## config.mk

```make
export PLATFORM = sky130hd
export DESIGN_NAME = one_two_sequencer
export DESIGN_NICKNAME = d
export VERILOG_FILES = /design/src/rtl/one_two_sequencer_pkg.sv /design/src/rtl/one_two_sequencer.sv
export SDC_FILE = /design/constraint.sdc
export NUM_CORES = 1
export LEC_CHECK = 0
export ABC_CLOCK_PERIOD_IN_PS = 5510
export CAP_MARGIN = 40
export CELL_PAD_IN_SITES_DETAIL_PLACEMENT = 1
export CELL_PAD_IN_SITES_GLOBAL_PLACEMENT = 1
export CORE_MARGIN = 2
export CORE_UTILIZATION = 40
export CTS_CLUSTER_SIZE = 12
export DETAILED_ROUTE_END_ITERATION = 8
export PLACE_DENSITY = 0.81
export SLEW_MARGIN = 20
export SYNTH_ARGS = -nofsm -noshare
export SYNTH_HDL_FRONTEND = slang
export SYNTH_SLANG_ARGS = --single-unit
```

## constraint.sdc

```tcl
create_clock -name clk -period 5.51 [get_ports clk]
set_clock_uncertainty 0.15 [all_clocks]
set_input_delay 0.551 -clock clk [delete_from_list [all_inputs] [get_ports clk]]
set_output_delay 0.551 -clock clk [all_outputs]
set_load 0.05 [all_outputs]
```

## src/rtl/one_two_sequencer_pkg.sv

```systemverilog
// Shared definitions for the one_two_sequencer sweep controller.
package one_two_sequencer_pkg;

    // Sweep FSM states. The numeric encodings are fixed.
    typedef enum logic [1:0] {
        StIdle   = 2'd0,
        StDrive  = 2'd1,
        StSample = 2'd2,
        StDone   = 2'd3
    } state_e;

    localparam logic [2:0]  CODE_LAST     = 3'd7;
    localparam int unsigned DWELL_DEFAULT = 1;

endpackage

```

## src/rtl/one_two_sequencer.sv

```systemverilog
// Sweeps all eight 3-bit codes through an external one_two_set, checks each
// response against a built-in golden model and accumulates results.
module one_two_sequencer
    import one_two_sequencer_pkg::*;
#(
    parameter int unsigned DWELL = DWELL_DEFAULT
) (
    input  logic       clk,
    input  logic       reset,
    input  logic       start,
    input  logic       abort,
    input  logic       one_in,
    input  logic       two_in,
    output logic       a,
    output logic       b,
    output logic       c,
    output logic       busy,
    output logic       done,
    output logic [3:0] one_count,
    output logic [3:0] two_count,
    output logic [3:0] pass_count,
    output logic       fail,
    output logic [2:0] first_fail
);

    localparam logic [3:0] DwellLast = 4'(DWELL - 1);

    // Golden model: number of set bits in a code.
    function automatic logic [1:0] popcount3(input logic [2:0] v);
        return {1'b0, v[0]} + {1'b0, v[1]} + {1'b0, v[2]};
    endfunction

    state_e     state_q, state_d;
    logic [2:0] code_q, code_d;
    logic [3:0] dwell_q, dwell_d;
    logic [3:0] one_cnt_q, one_cnt_d;
    logic [3:0] two_cnt_q, two_cnt_d;
    logic [3:0] pass_cnt_q, pass_cnt_d;
    logic       fail_q, fail_d;
    logic [2:0] first_fail_q, first_fail_d;

    logic       exp_one;
    logic       exp_two;
    logic       match;

    // Expected response for the code currently on the bus.
    always_comb begin
        exp_one = (popcount3(code_q) == 2'd1);
        exp_two = (popcount3(code_q) == 2'd2);
        match   = (one_in == exp_one) && (two_in == exp_two);
    end

    // Next-state and datapath updates; results hold unless explicitly changed.
    always_comb begin
        state_d      = state_q;
        code_d       = code_q;
        dwell_d      = dwell_q;
        one_cnt_d    = one_cnt_q;
        two_cnt_d    = two_cnt_q;
        pass_cnt_d   = pass_cnt_q;
        fail_d       = fail_q;
        first_fail_d = first_fail_q;

        unique case (state_q)
            StIdle: begin
                if (start && !abort) begin
                    state_d      = StDrive;
                    code_d       = 3'd0;
                    dwell_d      = 4'd0;
                    one_cnt_d    = 4'd0;
                    two_cnt_d    = 4'd0;
                    pass_cnt_d   = 4'd0;
                    fail_d       = 1'b0;
                    first_fail_d = 3'd0;
                end
            end
            StDrive: begin
                if (abort) begin
                    state_d = StIdle;
                end else begin
                    dwell_d = dwell_q + 4'd1;
                    if (dwell_q == DwellLast) begin
                        state_d = StSample;
                    end
                end
            end
            StSample: begin
                // An abort here drops this vector's update entirely.
                if (abort) begin
                    state_d = StIdle;
                end else begin
                    one_cnt_d = one_cnt_q + {3'd0, one_in};
                    two_cnt_d = two_cnt_q + {3'd0, two_in};
                    if (match) begin
                        pass_cnt_d = pass_cnt_q + 4'd1;
                    end else if (!fail_q) begin
                        fail_d       = 1'b1;
                        first_fail_d = code_q;
                    end
                    if (code_q == CODE_LAST) begin
                        state_d = StDone;
                    end else begin
                        code_d  = code_q + 3'd1;
                        dwell_d = 4'd0;
                        state_d = StDrive;
                    end
                end
            end
            StDone: begin
                state_d = StIdle;
            end
            default: begin
                state_d = StIdle;
            end
        endcase
    end

    // State and result registers with synchronous reset.
    always_ff @(posedge clk) begin
        if (reset) begin
            state_q      <= StIdle;
            code_q       <= 3'd0;
            dwell_q      <= 4'd0;
            one_cnt_q    <= 4'd0;
            two_cnt_q    <= 4'd0;
            pass_cnt_q   <= 4'd0;
            fail_q       <= 1'b0;
            first_fail_q <= 3'd0;
        end else begin
            state_q      <= state_d;
            code_q       <= code_d;
            dwell_q      <= dwell_d;
            one_cnt_q    <= one_cnt_d;
            two_cnt_q    <= two_cnt_d;
            pass_cnt_q   <= pass_cnt_d;
            fail_q       <= fail_d;
            first_fail_q <= first_fail_d;
        end
    end

    // Moore outputs decoded from the registered state.
    always_comb begin
        busy       = (state_q == StDrive) || (state_q == StSample);
        done       = (state_q == StDone);
        {a, b, c}  = busy ? code_q : 3'd0;
        one_count  = one_cnt_q;
        two_count  = two_cnt_q;
        pass_count = pass_cnt_q;
        fail       = fail_q;
        first_fail = first_fail_q;
    end

endmodule

```

==> results of run 1 <==
final cells by class:
cell class / count / area (um2) / area share
multi-input combinational: 130 / 828 / 0.485
tap: 46 / 57.6 / 0.0337
clock inverter: 1 / 5.00 / 0.00293
clock buffer: 3 / 22.5 / 0.0132
inverter: 9 / 33.8 / 0.0198
sequential: 25 / 500 / 0.293
timing repair buffer: 26 / 260 / 0.152
flip-flops by register name, indices dropped and copies added (netlist names):
| signal | count |
|---|---|
| state_q | 2 |
| first_fail | 3 |
| code_q | 3 |
| two_count | 4 |
| fail | 1 |
| dwell_q | 4 |
| one_count | 4 |
| pass_count | 4 |
cell families after synthesis:
kind of cell | count (synthesis) | share of synthesized area
AOI/OAI and AO/OA | 34 | 0.150
xor gates and xnor gates | 5 | 0.0312
adders and majority gates | 14 | 0.130
buffers and inverters | 17 | 0.0518
DFF | 25 | 0.357
muxes | 2 | 0.0143
and+or+nand+nor | 75 | 0.265
tightest hold or removal path, cell delays in order, from the launching register on:
cell	delay, ns
sky130_fd_sc_hd__dfxtp_1	0.35
sky130_fd_sc_hd__nand2_1	0.06
sky130_fd_sc_hd__a21oi_1	0.05
layout by cell type (no fill, tap or decap), drive strengths merged, types with 2 or more instances in the layout:
cell type and n:
clkbuf 3, and2 5, nor2 17, inv 9
a22oi 2, nand4 4, dfxtp 25, clkdlybuf4s50 26
or3 5, ha 13, nor3 2, nor4 3
a22o 2, o21ai 5, nand3 13, nand3b 2
a21oi 13, a31oi 5, xor2 5, nand2 18
mux2i 2
path summary, 6_finish.rpt:
kind         cells past startpoint    startpoint  slack (ns)       endpoint
min                              2  one_count[0]        0.33   one_count[0]
max                              4    state_q[1]        2.65              b
min reg2reg                      2  one_count[0]        0.33   one_count[0]
max reg2reg                      7    state_q[0]        2.68  pass_count[3]
layer usage:
metal / track usage / up-vias / part of all wire
li1: - / 653 / -
met5: 0 / - / 0
met4: 0.0462 / 0 / 0.0084
met2: 0.363 / 20 / 0.50
met3: 0.0232 / 4 / 0.020
met1: 0.246 / 640 / 0.47
where the power goes:
group,total [mW],switching [mW],internal (mW),leakage [nW]
Clock,0.0861,0.0588,0.0272,0.0177
Sequential,0.185,0.00221,0.183,0.202
Combinational,0.0630,0.0424,0.0206,0.425
==> results.md, run 1 <==
| Step | Metric | Value |
|---|---|---|
| setup path | Data arrival time of the critical path | 2.16 ns |
| setup path | Critical path class | register to primary output |
| yosys | Cells after Synth | 172 |
| cells and area | Count of antenna diodes in the layout | 0 |
| setup path | Max Fanout on Critical Path | 4 |
| sta | Worst hold-check slack | 0.335 ns |
| yosys | Cell taking the most area after synthesis | sky130_fd_sc_hd__dfxtp_1 |
| placement | Sum of net half-perimeters after detailed placement | 2790 um |
| sta | Total count of hold-check failures in the final report | 0 |
| grt | Via count of the first global-routing pass | 1429 |
| drt | Starting DRT DRC Count | 46 |
| yosys | Synth async-reset ratio | 0 |
| grt | Pin count of the biggest net entering global routing | 23 |
| die | Chip Width | 63.2 um |
| placement | Cell area after placement | 0.00168 mm2 |
| setup path | Kind of launch point of the worst setup path | register |
| cts | Clock transition time at the flip-flop clock pins of the worst setup and hold paths | 0.15 ns |
| sta | Time the final worst path needs with I/O delays and setup | 2.86 ns |
| yosys | Synth warn | 0 |
| placement | Cell total after placement | 236 |
| setup path | Worst path slowest cell | sky130_fd_sc_hd__clkdlybuf4s50_1 |
| yosys | Portion of synthesized cell area occupied by the leading cell type | 0.357 |
| cells and area | Cell Count, Final, Fillers Out | 240 |
| yosys | Count of flip-flops with a built-in enable after synthesis | 0 |
| sta | Headroom to the max-slew limit | 0.493 |
| cts | # clock sinks | 25 |
| yosys | Unique cell type count in the Yosys netlist | 37 |
| die | Number of I/O pins | 27 |
| cells and area | Utilization after layout | 0.508 |
| grt | Number of antenna violations at the first check in global routing | 0 |
| sta | Final worst slack | 2.65 ns |
| cts | Clock tree from TritonCTS | yes |
| cells and area | Post-layout nets | 215 |
| placement | Worst slack after detailed placement | 2.70 ns |
| drt | Vias per std cell | 5.49 |
| placement | Global placement routability congestion | 0.778 |
| power | Max rail drop VDD | 0.0886 mV |
| cts | Hold bufs inserted after CTS | 0 |
| drt | Total length of routed wires | 3580 um |
| yosys | Top flip-flop cell by instance count after synthesis | sky130_fd_sc_hd__dfxtp_1 |
| yosys | Mapped cell area | 0.00140 mm2 |
| cells and area | Fraction of final layout cells with drive strength greater than 1 | 0.0258 |
| drt | Vias post-DR | 1317 |
| yosys | Sequential area share after synthesis | 0.357 |
| sta | Final number of setup-violating endpoints | 0 |
| die | Core box area | 0.00336 mm2 |
| cells and area | Area added between synthesis and finish | 21.9% |
| cts | Root buf cell | sky130_fd_sc_hd__clkbuf_4 |
| run | MaxCap Viol Count | 0 |
| placement | Number of buffer cells added on primary ports | 26 |
| cts | TritonCTS Buffers | 3 |
| cts | Deepest clock path buffer count | 2 |
| cts | Setup fix buffers added after clock tree synthesis | 0 |
| setup path | Data required time at the worst endpoint | 4.81 ns |
| sta | Final Max Slew Viols | 0 |
| yosys | Mean area per synthesized cell | 8.15 um2 |
| grt | Wire length of the first global-routing pass | 6510 um |
| die | FP Rows | 21 |
| min path | Path category of the worst min-delay check | register to register |
| drt | Remaining design rule violation count | 0 |
| power | Power density over cell area | 196 mW/mm2 |
| sta | Final Cycle Share | 0.520 |
| cells and area | Fill count | 430 |
| die | Area of the die | 0.00399 mm2 |
| drt | Average wire length per cell after detail routing | 14.9 um |
| yosys | Cell types with the highest counts after synthesis | sky130_fd_sc_hd__dfxtp_1 (25), sky130_fd_sc_hd__nand2_1 (18), sky130_fd_sc_hd__nor2_1 (17) |
| die | Height of the die | 63.2 um |
| cts | Source-to-sink clock delay at the later pin of the worst-skew pair | 0.32 ns |
| cts | Post-CTS sizing | 0 |
| grt | Total routing resource utilization after global routing | 0.198 |
| setup path | Worst-path cell chain | inv_1 -> ha_1 -> and2_1 -> clkdlybuf4s50_1 |
| power | Leakage component of the power | 0.644 nW |
| die | Initial cell density of the core | 0.417 |
| power | Overall Power | 0.335 mW |
| sta | Peak Freq | 349 MHz |
| setup path | Delay of the slowest cell on the worst path | 0.81 ns |
| setup path | Worst path buffer plus inverter count | 2 |
| drt | Final antenna-violating net count | 0 |
| cts | Number of levels in the clock H-tree | 1 |
| yosys | Top-count cell post-synth | sky130_fd_sc_hd__dfxtp_1 |
| sta | Slew @ Worst Pin | 0.761 ns |
| setup path | Kind of capture point of the worst setup path | primary output |
| sta | RSZ-0062 raised after global routing | false |
| cells and area | Final Instance Area | 0.00171 mm2 |
| sta | Total Negative Setup Slacks | 0 ns |
| yosys | Yosys reg bits | 25 |
| setup path | Crit path max-delay family | buffers and inverters |
| outcome | Outcome | complete, no violations |
| yosys | Syn_nets | 192 |
| grt | Gr ovfl total | 0 |
| yosys | Cell types with the largest area share after synthesis | sky130_fd_sc_hd__dfxtp_1 (36%), sky130_fd_sc_hd__ha_1 (12%), sky130_fd_sc_hd__nand2_1 (4.8%) |
| drt | Iteration count of the initial detailed-routing pass | 4 |
Note: power is estimated with default switching activity, not from simulation.
==> run 2: changes to the inputs <==
--- a/config.mk
+++ b/config.mk
@@ -5,15 +5,15 @@
 export SDC_FILE = /design/constraint.sdc
 export NUM_CORES = 1
 export LEC_CHECK = 0
-export ABC_CLOCK_PERIOD_IN_PS = 5510
+export ABC_CLOCK_PERIOD_IN_PS = 2400
 export CAP_MARGIN = 40
 export CELL_PAD_IN_SITES_DETAIL_PLACEMENT = 1
 export CELL_PAD_IN_SITES_GLOBAL_PLACEMENT = 1
 export CORE_MARGIN = 2
-export CORE_UTILIZATION = 40
+export CORE_UTILIZATION = 34
 export CTS_CLUSTER_SIZE = 12
 export DETAILED_ROUTE_END_ITERATION = 8
-export PLACE_DENSITY = 0.81
+export PLACE_DENSITY = 0.73
 export SLEW_MARGIN = 20
 export SYNTH_ARGS = -nofsm -noshare
 export SYNTH_HDL_FRONTEND = slang
==> constraint.sdc (replaced) <==
create_clock -name clk -period 2.4 [get_ports clk]
set_clock_uncertainty 0.15 [all_clocks]
set_input_delay 0.24 -clock clk [delete_from_list [all_inputs] [get_ports clk]]
set_output_delay 0.24 -clock clk [all_outputs]
set_load 0.05 [all_outputs]
==> results.md, run 2 (same netlist as run 1, synthesis figures left out) <==
| Step | Metric | Value | Delta |
|---|---|---|---|
| outcome | Outcome | complete, no violations |  |
| cts | # clock sinks | 25 | unchanged |
| die | Chip Width | 68.2 um | +7.9% |
| setup path | Data arrival time of the critical path | 2.31 ns | +0.15 ns |
| setup path | Max Fanout on Critical Path | 7 | +3 |
| setup path | Kind of capture point of the worst setup path | register |  |
| cells and area | Area added between synthesis and finish | 28.8% |  |
| die | Height of the die | 68.2 um | +7.9% |
| setup path | Worst path slowest cell | sky130_fd_sc_hd__fa_2 |  |
| cells and area | Post-layout nets | 221 | +2.8% |
| grt | Pin count of the biggest net entering global routing | 14 | -39% |
| cts | Hold bufs inserted after CTS | 0 | unchanged |
| cts | Number of levels in the clock H-tree | 1 | unchanged |
| min path | Worst hold path stage count | 2 | unchanged |
| setup path | Worst r2r path cells | 6 | -1 |
| drt | Total length of routed wires | 3620 um | +1.2% |
| sta | Slew @ Worst Pin | 0.503 ns | -0.258 ns |
| die | FP Rows | 23 | +9.5% |
| drt | Final antenna-violating net count | 0 | unchanged |
| setup path | Worst-path cell chain | fa_2 -> nor4bb_4 -> nor2_2 -> and2_1 -> or4_1 -> a31oi_1 |  |
| die | Core box area | 0.00397 mm2 | +18% |
| grt | Gr ovfl total | 0 | unchanged |
| cells and area | Fraction of final layout cells with drive strength greater than 1 | 0.105 | +0.0792 |
| setup path | Kind of launch point of the worst setup path | register |  |
| drt | Starting DRT DRC Count | 14 | -70% |
| cts | TritonCTS Buffers | 3 | unchanged |
| sta | RSZ-0062 raised after global routing | false |  |
| cts | Source-to-sink clock delay at the later pin of the worst-skew pair | 0.26 ns | -0.06 ns |
| placement | Worst slack after detailed placement | 0.0408 ns | -2.66 ns |
| drt | Vias per std cell | 5.31 | -3.3% |
| run | MaxCap Viol Count | 0 | unchanged |
| grt | Number of antenna violations at the first check in global routing | 0 | unchanged |
| min path | Path category of the worst min-delay check | register to register |  |
| setup path | FF-to-FF setup slack | 0.12 ns | -2.56 ns |
| power | Leakage component of the power | 0.707 nW | +9.7% |
| min path | Destination of the worst hold path | one_count[0] |  |
| drt | Average wire length per cell after detail routing | 14.5 um | -2.8% |
| power | Power density over cell area | 460 mW/mm2 | +130% |
| placement | Sum of net half-perimeters after detailed placement | 2890 um | +3.5% |
| sta | Peak Freq | 440 MHz |  |
| grt | Wire length of the first global-routing pass | 6150 um | -5.6% |
| drt | Vias post-DR | 1327 | +0.76% |
| setup path | Delay of the slowest cell on the worst path | 0.61 ns | -0.20 ns |
| setup path | Reg-to-reg endpoint | pass_count[0] |  |
| drt | Iteration count of the initial detailed-routing pass | 4 | unchanged |
| sta | Total Negative Setup Slacks | 0 ns | unchanged |
| cts | Root buf cell | sky130_fd_sc_hd__clkbuf_8 |  |
| setup path | Critical path class | register to register |  |
| sta | Headroom to the max-slew limit | 0.664 | +0.171 |
| sta | Time the final worst path needs with I/O delays and setup | 2.28 ns |  |
| grt | Busiest layer in global routing | met2 |  |
| die | Number of I/O pins | 27 | unchanged |
| power | Overall Power | 0.830 mW | +150% |
| cts | Deepest clock path buffer count | 2 | unchanged |
| min path | Worst hold start | one_count[0] |  |
| cts | Clock transition time at the flip-flop clock pins of the worst setup and hold paths | 0.09 ns | -0.06 ns |
| grt | Total routing resource utilization after global routing | 0.171 | -0.0262 |
| sta | Final worst slack | 0.125 ns | -2.52 ns |
| cts | Clock tree from TritonCTS | yes |  |
| die | Area of the die | 0.00465 mm2 | +16% |
| cells and area | Leading cell types in the layout, fill and taps excluded | sky130_fd_sc_hd__dfxtp_1 (22), sky130_fd_sc_hd__clkdlybuf4s50_1 (22), sky130_fd_sc_hd__nand2_1 (18) |  |
| die | Initial cell density of the core | 0.353 | -0.0638 |
| grt | Met1 capacity usage during global routing | 0.211 | -0.0347 |
| grt | Met2 global-route usage | 0.317 | -0.0463 |
| setup path | Worst reg2reg path startpoint | code_q[0] |  |
| sta | Final Cycle Share | 0.948 |  |
| power | Max rail drop VDD | 0.235 mV | +170% |
| placement | Number of buffer cells added on primary ports | 26 | unchanged |
| drt | Remaining design rule violation count | 0 | unchanged |
| sta | Total count of hold-check failures in the final report | 0 | unchanged |
| placement | Global placement routability congestion | 0.779 | +0.18% |
| grt | Met3 track demand over resource | 0.0197 | -0.00348 |
| sta | Final number of setup-violating endpoints | 0 | unchanged |
| cells and area | Count of antenna diodes in the layout | 0 | unchanged |
| setup path | Data required time at the worst endpoint | 2.44 ns | -2.37 ns |
| sta | Final Max Slew Viols | 0 | unchanged |
| grt | Via count of the first global-routing pass | 1371 | -4.1% |
run 2: cell types whose count changed in the layout (fill, tap and decap cells not counted), moves of 3 or more:
cell                              before  now
sky130_fd_sc_hd__clkdlybuf4s50_1      26   22
sky130_fd_sc_hd__clkbuf_8              0    3
sky130_fd_sc_hd__clkbuf_4              3    0
sky130_fd_sc_hd__dfxtp_1              25   22
sky130_fd_sc_hd__dfxtp_2               0    3
sky130_fd_sc_hd__buf_4                 0    9
run 2: where the power goes:
| group | switching (mW) | internal [mW] |
|---|---|---|
| clock network | 0.131 | 0.118 |
| registers | 0.00533 | 0.420 |
| logic | 0.0996 | 0.0557 |
run 2: per-stage QoR:
step,cell area (um2),utilization,hold WS [ns],instances
floorplan,1400,-,0.320,172
global placement,1720,0.434,0.312,246
detailed placement,1720,0.434,0.337,246
CTS,1770,0.445,0.352,250
global route,1810,0.455,0.378,250
finish,1810,0.455,0.339,250
run 2: layout make-up:
type | instances | area, um2
repair buffers | 32 | 300
inverters | 9 | 33.8
clock buffers | 4 | 45.0
multi-input cells | 130 | 860
fillers | 499 | 2170
well taps | 50 | 62.6
flip-flops and latches | 25 | 504
run 2: worst max-delay path by stage:
stage / start / end / slack (ns) / cells past startpoint
CTS: code_q[0] / pass_count[0] / 0.02 / 6
floorplan: code_q[0] / pass_count[0] / 0.24 / 6
finish: code_q[0] / pass_count[0] / 0.12 / 6
global route: code_q[1] / pass_count[3] / 0.005 / 6
detailed placement: code_q[0] / pass_count[0] / 0.04 / 6
global placement: code_q[2] / first_fail[0] / 0.14 / 6
run 2: worst max-delay path, delay by kind of cell (launching register included):
kind / cells / cell delay [ns]
fa+ha+maj: 1 / 0.61
simple gates: 4 / 0.89
compound gates: 1 / 0.18
flops: 1 / 0.37
run 2: layer usage:
| metal | vias to the layer above | part of all wire |
|---|---|---|
| li1 | 662 | - |
| met1 | 645 | 0.44 |
| met2 | 18 | 0.53 |
| met3 | 2 | 0.027 |
| met4 | 0 | 0.0075 |
| met5 | - | 0 |
run 2: what timing repair did:
item / CTS / global route
setup buffers: 0 / 0
gates resized for setup: 0 / 10
endpoints found under the setup margin: 0 / 7
==> run 3: changes to the inputs <==
--- a/config.mk
+++ b/config.mk
@@ -13,6 +13,7 @@
 export CORE_UTILIZATION = 34
 export CTS_CLUSTER_SIZE = 12
 export DETAILED_ROUTE_END_ITERATION = 8
+export GPL_ROUTABILITY_DRIVEN = 0
 export PLACE_DENSITY = 0.73
 export SLEW_MARGIN = 20
 export SYNTH_ARGS = -nofsm -noshare
==> results of run 3 <==
Final layout, timing and power as in run 2 (identical DEF).
